## src/rtl/bus_arbiter.sv

```systemverilog
// Two-master, two-slave bus arbiter: host (M0) parks on the bus, DMAC (M1) borrows it
// with a bounded tenure while the host is waiting. Read data returns one cycle later.
module bus_arbiter #(
  parameter int MAX_TENURE = 16
) (
  input  logic        Clk,
  input  logic        reset,
  input  logic        M0_req,
  input  logic        M0_wr,
  input  logic [7:0]  M0_address,
  input  logic [31:0] M0_dout,
  input  logic        M1_req,
  input  logic        M1_wr,
  input  logic [7:0]  M1_address,
  input  logic [31:0] M1_dout,
  input  logic [31:0] S0_dout,
  input  logic [31:0] S1_dout,
  output logic        M0_grant,
  output logic        M1_grant,
  output logic [31:0] M_din,
  output logic        S0_sel,
  output logic        S1_sel,
  output logic [7:0]  S_address,
  output logic        S_wr,
  output logic [31:0] S_din
);

  typedef enum logic {M0_GRANT, M1_GRANT} state_e;

  localparam bit         TENURE_EN   = (MAX_TENURE != 0);
  localparam logic [7:0] TENURE_LAST = 8'(MAX_TENURE - 1);

  state_e      state_q, state_d;
  logic [7:0]  tenure_q, tenure_d;
  logic [1:0]  sel_q, sel_d;
  logic        busReq;

  always_ff @(posedge Clk) begin
    if (reset) begin
      state_q  <= M0_GRANT;
      tenure_q <= 8'd0;
      sel_q    <= 2'b00;
    end else begin
      state_q  <= state_d;
      tenure_q <= tenure_d;
      sel_q    <= sel_d;
    end
  end

  // Next state; the tenure counter only advances while the host is kept waiting.
  always_comb begin
    state_d  = state_q;
    tenure_d = 8'd0;
    case (state_q)
      M0_GRANT: begin
        if (!M0_req && M1_req) state_d = M1_GRANT;
      end
      M1_GRANT: begin
        if (!M1_req) begin
          state_d = M0_GRANT;
        end else if (TENURE_EN && M0_req && (tenure_q == TENURE_LAST)) begin
          state_d = M0_GRANT;
        end
        if (state_d == M1_GRANT) begin
          if (M0_req && (tenure_q != 8'hFF)) tenure_d = tenure_q + 8'd1;
          else                               tenure_d = tenure_q;
        end
      end
      default: state_d = M0_GRANT;
    endcase
  end

  always_comb begin
    M0_grant = (state_q == M0_GRANT);
    M1_grant = (state_q == M1_GRANT);
  end

  always_comb begin
    if (state_q == M1_GRANT) begin
      busReq    = M1_req;
      S_address = M1_address;
      S_din     = M1_dout;
      S_wr      = M1_wr & M1_req;
    end else begin
      busReq    = M0_req;
      S_address = M0_address;
      S_din     = M0_dout;
      S_wr      = M0_wr & M0_req;
    end
    // Only the low 64 addresses map to slaves; everything above is silently dropped.
    S0_sel = busReq && (S_address[7:5] == 3'd0);
    S1_sel = busReq && (S_address[7:5] == 3'd1);
    sel_d  = {S0_sel, S1_sel};
  end

  always_comb begin
    case (sel_q)
      2'b10:   M_din = S0_dout;
      2'b01:   M_din = S1_dout;
      default: M_din = 32'h0;
    endcase
  end

endmodule

```

## config.mk

```make
export PLATFORM = sky130hd
export DESIGN_NAME = bus_arbiter
export DESIGN_NICKNAME = d
export VERILOG_FILES = /design/src/rtl/bus_arbiter.sv
export SDC_FILE = /design/constraint.sdc
export NUM_CORES = 1
export LEC_CHECK = 0
export ABC_AREA = 1
export BUFFER_PORTS_ARGS = -buffer_cell sky130_fd_sc_hd__buf_2
export CORE_AREA = 2 2 88 90
export CTS_BUF_LIST = sky130_fd_sc_hd__clkbuf_2 sky130_fd_sc_hd__clkbuf_4 sky130_fd_sc_hd__clkbuf_8
export DETAILED_ROUTE_END_ITERATION = 12
export DIE_AREA = 0 0 90 92
export PLACE_DENSITY = 0.64
export SLEW_MARGIN = 0
export SYNTH_ARGS = -nofsm -noshare
export SYNTH_HDL_FRONTEND = slang
export SYNTH_SLANG_ARGS = --single-unit
```

## constraint.sdc

```tcl
create_clock -name Clk -period 2.13 [get_ports Clk]
set_input_delay 0 -clock Clk [delete_from_list [all_inputs] [get_ports Clk]]
set_output_delay 0 -clock Clk [all_outputs]
set_load 0.01 [all_outputs]
```

==> results of run 1 <==
==> sequential cells by signal (all words and copies together), names as in the netlist <==
signal and flops:
tenure_q 8, M1_grant 1, sel_q 2
==> cells in the final DEF, fill, tap and decap left out, types with 3 or more instances in the layout <==
cell,count
buf_2,226
nor3_1,4
buf_4,4
ha_1,3
nand3_1,16
dfxtp_1,11
nand2_1,198
clkbuf_8,3
inv_1,11
a21oi_1,39
nor2_1,12
==> worst max path at each step <==
| stage | from | to | slack (ns) |
|---|---|---|---|
| 2_1_floorplan | tenure_q[0] | tenure_q[0] | 0.91 |
| 4_1_cts | sel_q[0] | M_din[16] | 0.30 |
| 3_5_place_dp | sel_q[0] | M_din[16] | 0.56 |
| 3_3_place_gp | sel_q[0] | M_din[25] | 0.64 |
| 6_report | sel_q[0] | M_din[16] | 0.31 |
| 5_1_grt | sel_q[0] | M_din[16] | 0.14 |
==> area by class of cell <==
cell class,count,area (µm²)
Multi-Input combinational cell,283,1202
Clock buffer,4,48.80
Sequential cell,11,220.2
Timing Repair Buffer,231,1171
Tap cell,102,127.6
Inverter,13,48.80
Fill cell,826,4628
==> per-layer routing <==
metal  track usage (%)  up-vias  wire length (µm)
met5                 0        -                 0
met4             4.359        0                97
met3             3.698        6               701
met2             27.82      155              3194
met1             18.55     1099              2858
li1                  -     1450                 -
==> cells by family (layout without fill, tap and decap cells) <==
kind of cell | count (synthesis) | in the layout | synth area share [%]
buffers and inverters | 32 | 248 | 8.601
XOR/XNOR | 1 | 1 | 0.5628
flip-flops | 11 | 11 | 14.15
adder cells (fa/ha/maj) | 3 | 3 | 2.412
AND/OR/NAND/NOR | 237 | 237 | 60.37
AO/OA/AOI/OAI | 42 | 42 | 13.91
==> through the flow <==
step,std cells,setup slack [ns]
after CTS,644,0.2992
after global placement,639,0.6353
after floorplan,326,0.9141
final,644,0.3084
after global routing,644,0.1360
after detailed placement,639,0.5632
==> power by group <==
part | total, mW | internal (mW) | switching (mW)
clock | 0.220 | 0.144 | 0.0761
combinational | 0.368 | 0.179 | 0.188
sequential | 0.212 | 0.208 | 0.00364
total | 0.800 | 0.532 | 0.268
==> worst max-delay path, cell delays in order (launching register included) <==
cell and delay (ns):
dfxtp_1 0.33, inv_1 0.05, ha_1 0.88, a21oi_1 0.12, buf_2 0.19
==> repair_timing <==
item / 4_1_cts / 5_1_grt
resized for setup: 0 / 0
endpoints found under the hold margin: 2 / 0
hold buffers: 1 / 0
endpoints found under the setup margin: 0 / 0
==> flow_summary.json, run 1 <==
{
  "timing.rr.end": "tenure_q[0]",
  "drv_slew": 0,
  "power_leakage_nw": 1.594,
  "cts_root_buf": "clkbuf_8",
  "synth.most_common_cell": "nand2_1",
  "hold_end": "M1_grant",
  "crit_path_start_kind": "register",
  "routed_via_density": 4.208,
  "crit_fanout": 32,
  "syn_avg_cell_area_um2": 4.775,
  "final_cell_area_mm2": 0.002819,
  "clock_sinks": 11,
  "io_buffers": 226,
  "critPathCaptureType": "primary output",
  "syn-num-nets": 479,
  "tns_ns": 0,
  "htreeDepth": 1,
  "fmax_ghz": 0.5490,
  "synth_edf_count": 0,
  "max-vdd-ir-drop_v": 0.0001931,
  "finalSetupViolCount": 0,
  "synth_common_cells": "nand2_1 (198), a21oi_1 (39), nand3_1 (16), clkbuf_1 (12), nor2_1 (12)",
  "cts_tree": "yes",
  "ys_async_sr_fraction_pct": 0,
  "numCtsBuffers": 3,
  "core-area_mm2": 0.007447,
  "post_cts_buffers": 0,
  "yosys_warnings": 0,
  "path_clk_slew_ns": 0.05,
  "cap_viol_max_count": 0,
  "dp_hpwl_mm": 5.838,
  "row_count": 32,
  "p_per_area_mw_per_mm2": 283.7,
  "grt_max_degree": 39,
  "final_antenna_net_count": 0,
  "min_period_ns": 1.822,
  "synth_flop_cell": "dfxtp_1",
  "hold_path_depth": 3,
  "status": "finished clean",
  "antenna_found_initial": 0,
  "clkLatencyLatePin_ns": 0.24,
  "utilization_pct": 37.85,
  "layout-drive-gt1-share_pct": 44.65,
  "hold_start": "M1_req",
  "ff2ff_path_depth": 6,
  "rrSetupSlack_ns": 0.71,
  "clock_tree.buffer_depth": 2,
  "place_area_mm2": 0.002760,
  "wl_mm": 6.852,
  "yosys.area.top_type": "nand2_1",
  "nets": 696,
  "ys_seq_elements": 11,
  "crit_type": "reg2out",
  "skew_ns": 0.003147,
  "die_w_um": 90,
  "reg2reg_from": "tenure_q[0]",
  "min_path_type": "in2reg",
  "vias": 2710,
  "die_area_mm2": 0.008280,
  "synth_cell_types": 22,
  "io_pins": 227,
  "grt-ovfl-total": 0,
  "first_pass_iters": 4,
  "drtIter0Drc": 53,
  "hold_ws_ns": 0.01668,
  "min_period_over_period_pct": 85.52,
  "yosysSeqAreaShare_pct": 14.15,
  "synth_area_mm2": 0.001556,
  "die_y_um": 92,
  "drc": 0,
  "grt_pass1_wl_mm": 10.91,
  "synth_cells": 326,
  "slew_headroom_pct": 38.70,
  "grtUsageTotal_pct": 15.55,
  "rsz0062_at_grt": "no",
  "total_power_mw": 0.7996,
  "grt_pass1_vias": 2389,
  "synth_area_leaders": "nand2_1 (48%), dfxtp_1 (14%), a21oi_1 (13%)",
  "synth_top_area_share_pct": 47.75,
  "arrival_ns": 1.82,
  "insertedDiodeCount": 0,
  "syn2layout_area_growth_pct": 81.11,
  "routabilityCongestion": 0.8255,
  "worst_pin_slew_ns": 0.9196,
  "start_util_pct": 20.90,
  "hold_violations": 0,
  "required_ns": 2.13,
  "wire_per_inst_um": 10.64
}
Note: power is estimated with default switching activity, not from simulation.
==> inputs of run 2 (changes only) <==
Settings changed: ABC_AREA 1 to 0.
==> run 2 against run 1 <==
Effect of this change: design area is 0.62% lower; non-clock buffer count stayed put; area after synthesis is 0.88% lower; count of clock-buffer cells in the layout stayed put; final cell count is 20% lower; first-iteration DRC count is 7.5% lower; via count is 12% lower; routed wire length is 4.9% higher; global-route usage is 0.34 points higher; worst hold slack better by 0.067 ns; critical endpoint is now S_din[30]; largest cell class unchanged; largest power group unchanged.
==> flow_summary.json, run 2 <==
{
  "crit_fanout": 22,
  "insertedDiodeCount": 0,
  "dp.cells": 508,
  "min_period_over_period_pct": 79.05,
  "syn-num-nets": 346,
  "arrival_ns": 1.68,
  "first_pass_iters": 4,
  "synth_area_leaders": "mux2_2 (28%), a22oi_1 (16%), dfxtp_1 (14%)",
  "seq_area_um2": 221.5,
  "slew_headroom_pct": 62.59,
  "synth_common_cells": "mux2_2 (39), nor2_1 (37), a22oi_1 (32), dfxtp_1 (11), clkbuf_1 (9)",
  "final_cell_mix": "buf_2 (226), mux2_2 (39), nor2_1 (37)",
  "dp_hpwl_mm": 6.044,
  "syn_avg_cell_area_um2": 7.993,
  "nets": 565,
  "drtIter0Drc": 49,
  "top_register": "tenure_q",
  "min_path_type": "in2reg",
  "synth_top_area_share_pct": 28.47,
  "p_per_area_mw_per_mm2": 288.7,
  "min_period_ns": 1.684,
  "cts_root_buf": "clkbuf_8",
  "hold_path_depth": 2,
  "finalNonFillerCells": 513,
  "worst_pin_slew_ns": 0.5612,
  "synth_fa_ha_area_share_pct": 2.433,
  "grtUsageTotal_pct": 15.90,
  "rsz0062_at_grt": "no",
  "yosysSeqAreaShare_pct": 14.27,
  "final_common_cell": "buf_2",
  "yosys.area.top_type": "mux2_2",
  "status": "finished clean",
  "utilization_pct": 37.62,
  "die_area_mm2": 0.008280,
  "wire_per_inst_um": 14.01,
  "numCtsBuffers": 3,
  "htreeDepth": 1,
  "grt_max_degree": 33,
  "synthSimpleGateAreaFrac_pct": 21.09,
  "clkLatencyLatePin_ns": 0.24,
  "die_w_um": 90,
  "yosys_warnings": 0,
  "routed_via_density": 4.649,
  "layout-drive-gt1-share_pct": 68.13,
  "cts_tree": "yes",
  "ys_async_sr_fraction_pct": 0,
  "wl_mm": 7.186,
  "synth_compound_area_share_pct": 25.63,
  "critPathCaptureType": "primary output",
  "die_y_um": 92,
  "routabilityCongestion": 0.7814,
  "hold_violations": 0,
  "drc": 0,
  "power_leakage_nw": 1.401,
  "final_antenna_net_count": 0,
  "synth_cell_types": 36,
  "largest_register_ffs": 8,
  "drv_slew": 0,
  "crit_type": "reg2out",
  "synth_xor_area_share_pct": 0,
  "grt_pass1_vias": 2171,
  "core-area_mm2": 0.007447,
  "tns_ns": 0,
  "io_buffers": 226,
  "max-vdd-ir-drop_v": 0.0001375,
  "synth_flop_cell": "dfxtp_1",
  "clock_sinks": 11,
  "clock_tree.buffer_depth": 2,
  "start_util_pct": 20.72,
  "synth_area_mm2": 0.001543,
  "multiInputGateArea_mm2": 0.001210,
  "synthMuxAreaShare_pct": 29.12,
  "skew_ns": 0.001223,
  "synth_top_family_by_area": "multiplexers",
  "row_count": 32,
  "synth.most_common_cell": "mux2_2",
  "startpoint": "M1_grant",
  "fillers": 786,
  "ys_seq_elements": 11,
  "syn2layout_area_growth_pct": 81.59,
  "hold_start": "M1_req",
  "required_ns": 2.13,
  "crit_path_start_kind": "register",
  "ff2ff_path_depth": 3,
  "total_power_mw": 0.8087,
  "io_pins": 227,
  "synth_cells": 193,
  "path_clk_slew_ns": 0.05,
  "fmax_ghz": 0.5939,
  "cap_viol_max_count": 0,
  "grt_pass1_wl_mm": 10.74,
  "reg2reg_from": "tenure_q[4]",
  "vias": 2385,
  "antenna_found_initial": 0,
  "grt-ovfl-total": 0,
  "hold_ws_ns": 0.08335,
  "synth_edf_count": 0,
  "finalSetupViolCount": 0
}
==> run 2: final timing paths <==
kind,endpoint,slack (ns)
setup reg to reg,tenure_q[4],0.60
setup / recovery,S_din[30],0.45
hold reg to reg,tenure_q[3],0.60
hold / removal,M1_grant,0.08
==> run 2: what timing repair did <==
action                                 4_1_cts  5_1_grt
gates resized for setup                      0        1
setup endpoints to repair                    0       16
hold buffers                                 1        0
endpoints found under the hold margin        3        0
buffers inserted                             0        0
==> run 2: area by class of cell <==
cell class,instances,share of cell area [%]
timing repair buffer,231,41.80
multi-input combinational,159,43.19
sequential,11,7.905
tap,102,4.556
clock buffer,4,1.742
inverter,6,0.8039
==> run 2: worst max-delay path, cell delays in order, from the launching register on <==
cell and delay (ns):
dfxtp_2 0.57, buf_4 0.35, mux2_2 0.38, buf_2 0.14
==> run 2: cell families (layout without fill, tap and decap cells) <==
kind of cell               Yosys count  in the layout
AOI/OAI and AO/OA                   52             52
and+or+nand+nor                     64             64
DFF                                 11             11
muxes                               40             40
adders and majority gates            3              3
buffers and inverters               23            241
==> run 2: through the flow <==
step | setup slack, ns | cell area (µm²)
floorplan | 0.7844 | 1543
global placement | 0.4726 | 2740
detailed placement | 0.4109 | 2740
CTS | 0.1477 | 2799
global route | 0.3600 | 2801
finish | 0.4463 | 2801
==> run 2: layer usage <==
metal / vias to the layer above / GRT usage [%] / share of wire, %
li1: 1169 / - / -
met1: 1076 / 16.84 / 35
met2: 136 / 31.52 / 55
met3: 4 / 3.122 / 8.7
met4: 0 / 4.615 / 0.79
met5: - / 0 / 0
==> run 2: report_power, final <==
part	switching (mW)	total, mW	internal [mW]
Combinational	0.158	0.362	0.205
Sequential	0.00605	0.214	0.208
Clock	0.0874	0.232	0.145
==> inputs of run 3 (changes only) <==
Settings changed: CORE_AREA 2 2 88 90 to 2 2 87 89, DIE_AREA 0 0 90 92 to 0 0 89 91, PLACE_DENSITY 0.64 to 0.67.
Clock period 2.13 ns to 1.5 ns, I/O delays scaled along.
==> run 3 against run 2 <==
Effect of this change: clock skew hardly changed; routed wire length increased by 3.5%; design area grew 6.8%; global-route usage is essentially flat; non-clock buffer count up 7; critical path depth grew 1; first-iteration DRC count unchanged; sequential power is 40% higher; combinational power up 53%; die area down 2.2%; total power increased by 46%; critical endpoint is now S0_sel; largest cell class is now non-clock buffers.
==> flow_summary.json, run 3 (synthesized netlist as in run 2, its figures left out) <==
{
  "cp_slowest_stage_delay_ns": 0.37,
  "skew_ns": 0.001506,
  "row_count": 31,
  "dp_hpwl_mm": 5.973,
  "cap_viol_max_count": 0,
  "path_buf_inv": 1,
  "vias": 2417,
  "path_clk_slew_ns": 0.05,
  "fillers": 739,
  "routed_via_density": 4.675,
  "die_area_mm2": 0.008099,
  "grt_max_degree": 33,
  "seqPwrFrac_pct": 25.3,
  "hold_violations": 0,
  "power_leakage_nw": 1.471,
  "drtIter0Drc": 49,
  "first_pass_iters": 4,
  "die_y_um": 91,
  "max-vdd-ir-drop_v": 0.0002176,
  "rsz0062_at_grt": "yes",
  "worst_pin_slew_ns": 0.3263,
  "grt_pass1_wl_mm": 10.25,
  "nets": 572,
  "grtUsageTotal_pct": 15.94,
  "final_antenna_net_count": 0,
  "crit_fanout": 6,
  "crit_type": "reg2out",
  "slew_headroom_pct": 78.21,
  "insertedDiodeCount": 0,
  "critPathTopFamily": "simple AND/OR/NAND/NOR gates",
  "layout-drive-gt1-share_pct": 71.05,
  "comb_power_share_pct": 47.1,
  "seq_area_um2": 225.2,
  "cts_root_buf": "clkbuf_8",
  "drc": 0,
  "final_cell_mix": "buf_2 (226), mux2_2 (38), nor2_1 (34)",
  "numCtsBuffers": 3,
  "clock_sinks": 11,
  "drv_slew": 0,
  "syn2layout_area_growth_pct": 93.92,
  "min_period_over_period_pct": 97.55,
  "cp_cell_sequence": "or3b_1, a21o_1, nor2_2, buf_2",
  "dp.cells": 509,
  "finalNonFillerCells": 517,
  "clkLatencyLatePin_ns": 0.24,
  "htreeDepth": 1,
  "top_register": "tenure_q",
  "grt-ovfl-total": 0,
  "fmax_ghz": 0.6834,
  "core-area_mm2": 0.007137,
  "min_period_ns": 1.463,
  "p_clk_share_pct": 27.6,
  "power.switching_mw": 0.3606,
  "routabilityCongestion": 0.8141,
  "critPathCaptureType": "primary output",
  "io_pins": 227,
  "arrival_ns": 1.46,
  "clock_tree.buffer_depth": 2,
  "cpMaxStageDelayCell": "dfxtp_4",
  "final_common_cell": "buf_2",
  "p_per_area_mw_per_mm2": 394.4,
  "status": "finished clean",
  "multiInputGateArea_mm2": 0.001269,
  "p_int_mw": 0.8192,
  "grt_pass1_vias": 2163,
  "wl_mm": 7.441,
  "antenna_found_initial": 0,
  "cts_tree": "yes",
  "switching_share_pct": 30.57,
  "die_w_um": 89,
  "largest_register_ffs": 8,
  "crit_path_start_kind": "register",
  "wire_per_inst_um": 14.39,
  "io_buffers": 226,
  "required_ns": 1.50,
  "hold_ws_ns": 0.08286,
  "finalSetupViolCount": 0,
  "min_path_type": "in2reg",
  "start_util_pct": 21.62
}
## run 3: cell types whose count changed in the layout (fill, tap and decap cells not counted), moves of 2 or more
cell and delta:
buf_12 +2, a22oi_2 +5, nor2_1 -3, nor2_2 +3, a22oi_1 -5
## run 3: metal layers
layer | up-vias | track usage, % | part of all wire (%)
li1 | 1183 | - | -
met1 | 1082 | 18.88 | 38
met2 | 145 | 29.98 | 52
met3 | 7 | 2.000 | 8.8
met4 | 0 | 3.109 | 1.1
met5 | - | 0 | 0
## run 3: layout make-up
class | count | area share (%)
well taps | 99 | 4.141
repair buffers | 238 | 43.54
inverters | 6 | 0.7528
clock buffers | 4 | 1.631
flip-flops and latches | 11 | 7.528
multi-input cells | 159 | 42.41
## run 3: what timing repair did
action | CTS | global route
gates cloned | 1 | 1
endpoints found under the hold margin | 2 | 0
pin swaps | 0 | 4
setup endpoints to repair | 2 | 33
hold buffers | 1 | 0
resized for setup | 4 | 14
setup buffers | 0 | 1
## run 3: worst register-to-register path, stage by stage, from the launching register on
cell and delay [ns]:
dfxtp_1 0.31, or4_4 0.55, o2111ai_4 0.32, nor3_1 0.10
## run 3: power by group through the flow
stage / sequential [mW] / clock [mW] / combinational [mW]
floorplan: 0.304 / 0 / 0.217
finish: 0.299 / 0.326 / 0.555
detailed placement: 0.305 / 0 / 0.520
CTS: 0.298 / 0.324 / 0.539
global route: 0.299 / 0.343 / 0.604
global placement: 0.304 / 0 / 0.516
## run 3: stage by stage
| stage | setup WS, ns | power [mW] | TNS, ns | util [%] | cell area, µm² |
|---|---|---|---|---|---|
| after floorplan | 0.1544 | 0.5206 | 0 | - | 1543 |
| after global placement | 0.06914 | 0.8207 | 0 | 39.11 | 2791 |
| after detailed placement | 0.03396 | 0.8245 | 0 | 39.11 | 2791 |
| after CTS | 0.0004744 | 1.161 | 0 | 40.57 | 2895 |
| after global routing | -0.04828 | 1.245 | -0.04961 | 41.92 | 2992 |
| final | 0.03677 | 1.180 | 0 | 41.92 | 2992 |
## run 3: worst paths after layout
| kind | slack, ns | depth (start not counted) | start | endpoint |
|---|---|---|---|---|
| setup / recovery | 0.04 | 4 | M1_grant | S0_sel |
| hold / removal | 0.08 | 2 | M1_req | M1_grant |
| hold reg to reg | 0.60 | 3 | tenure_q[0] | tenure_q[0] |
| setup reg to reg | 0.10 | 3 | tenure_q[4] | tenure_q[2] |
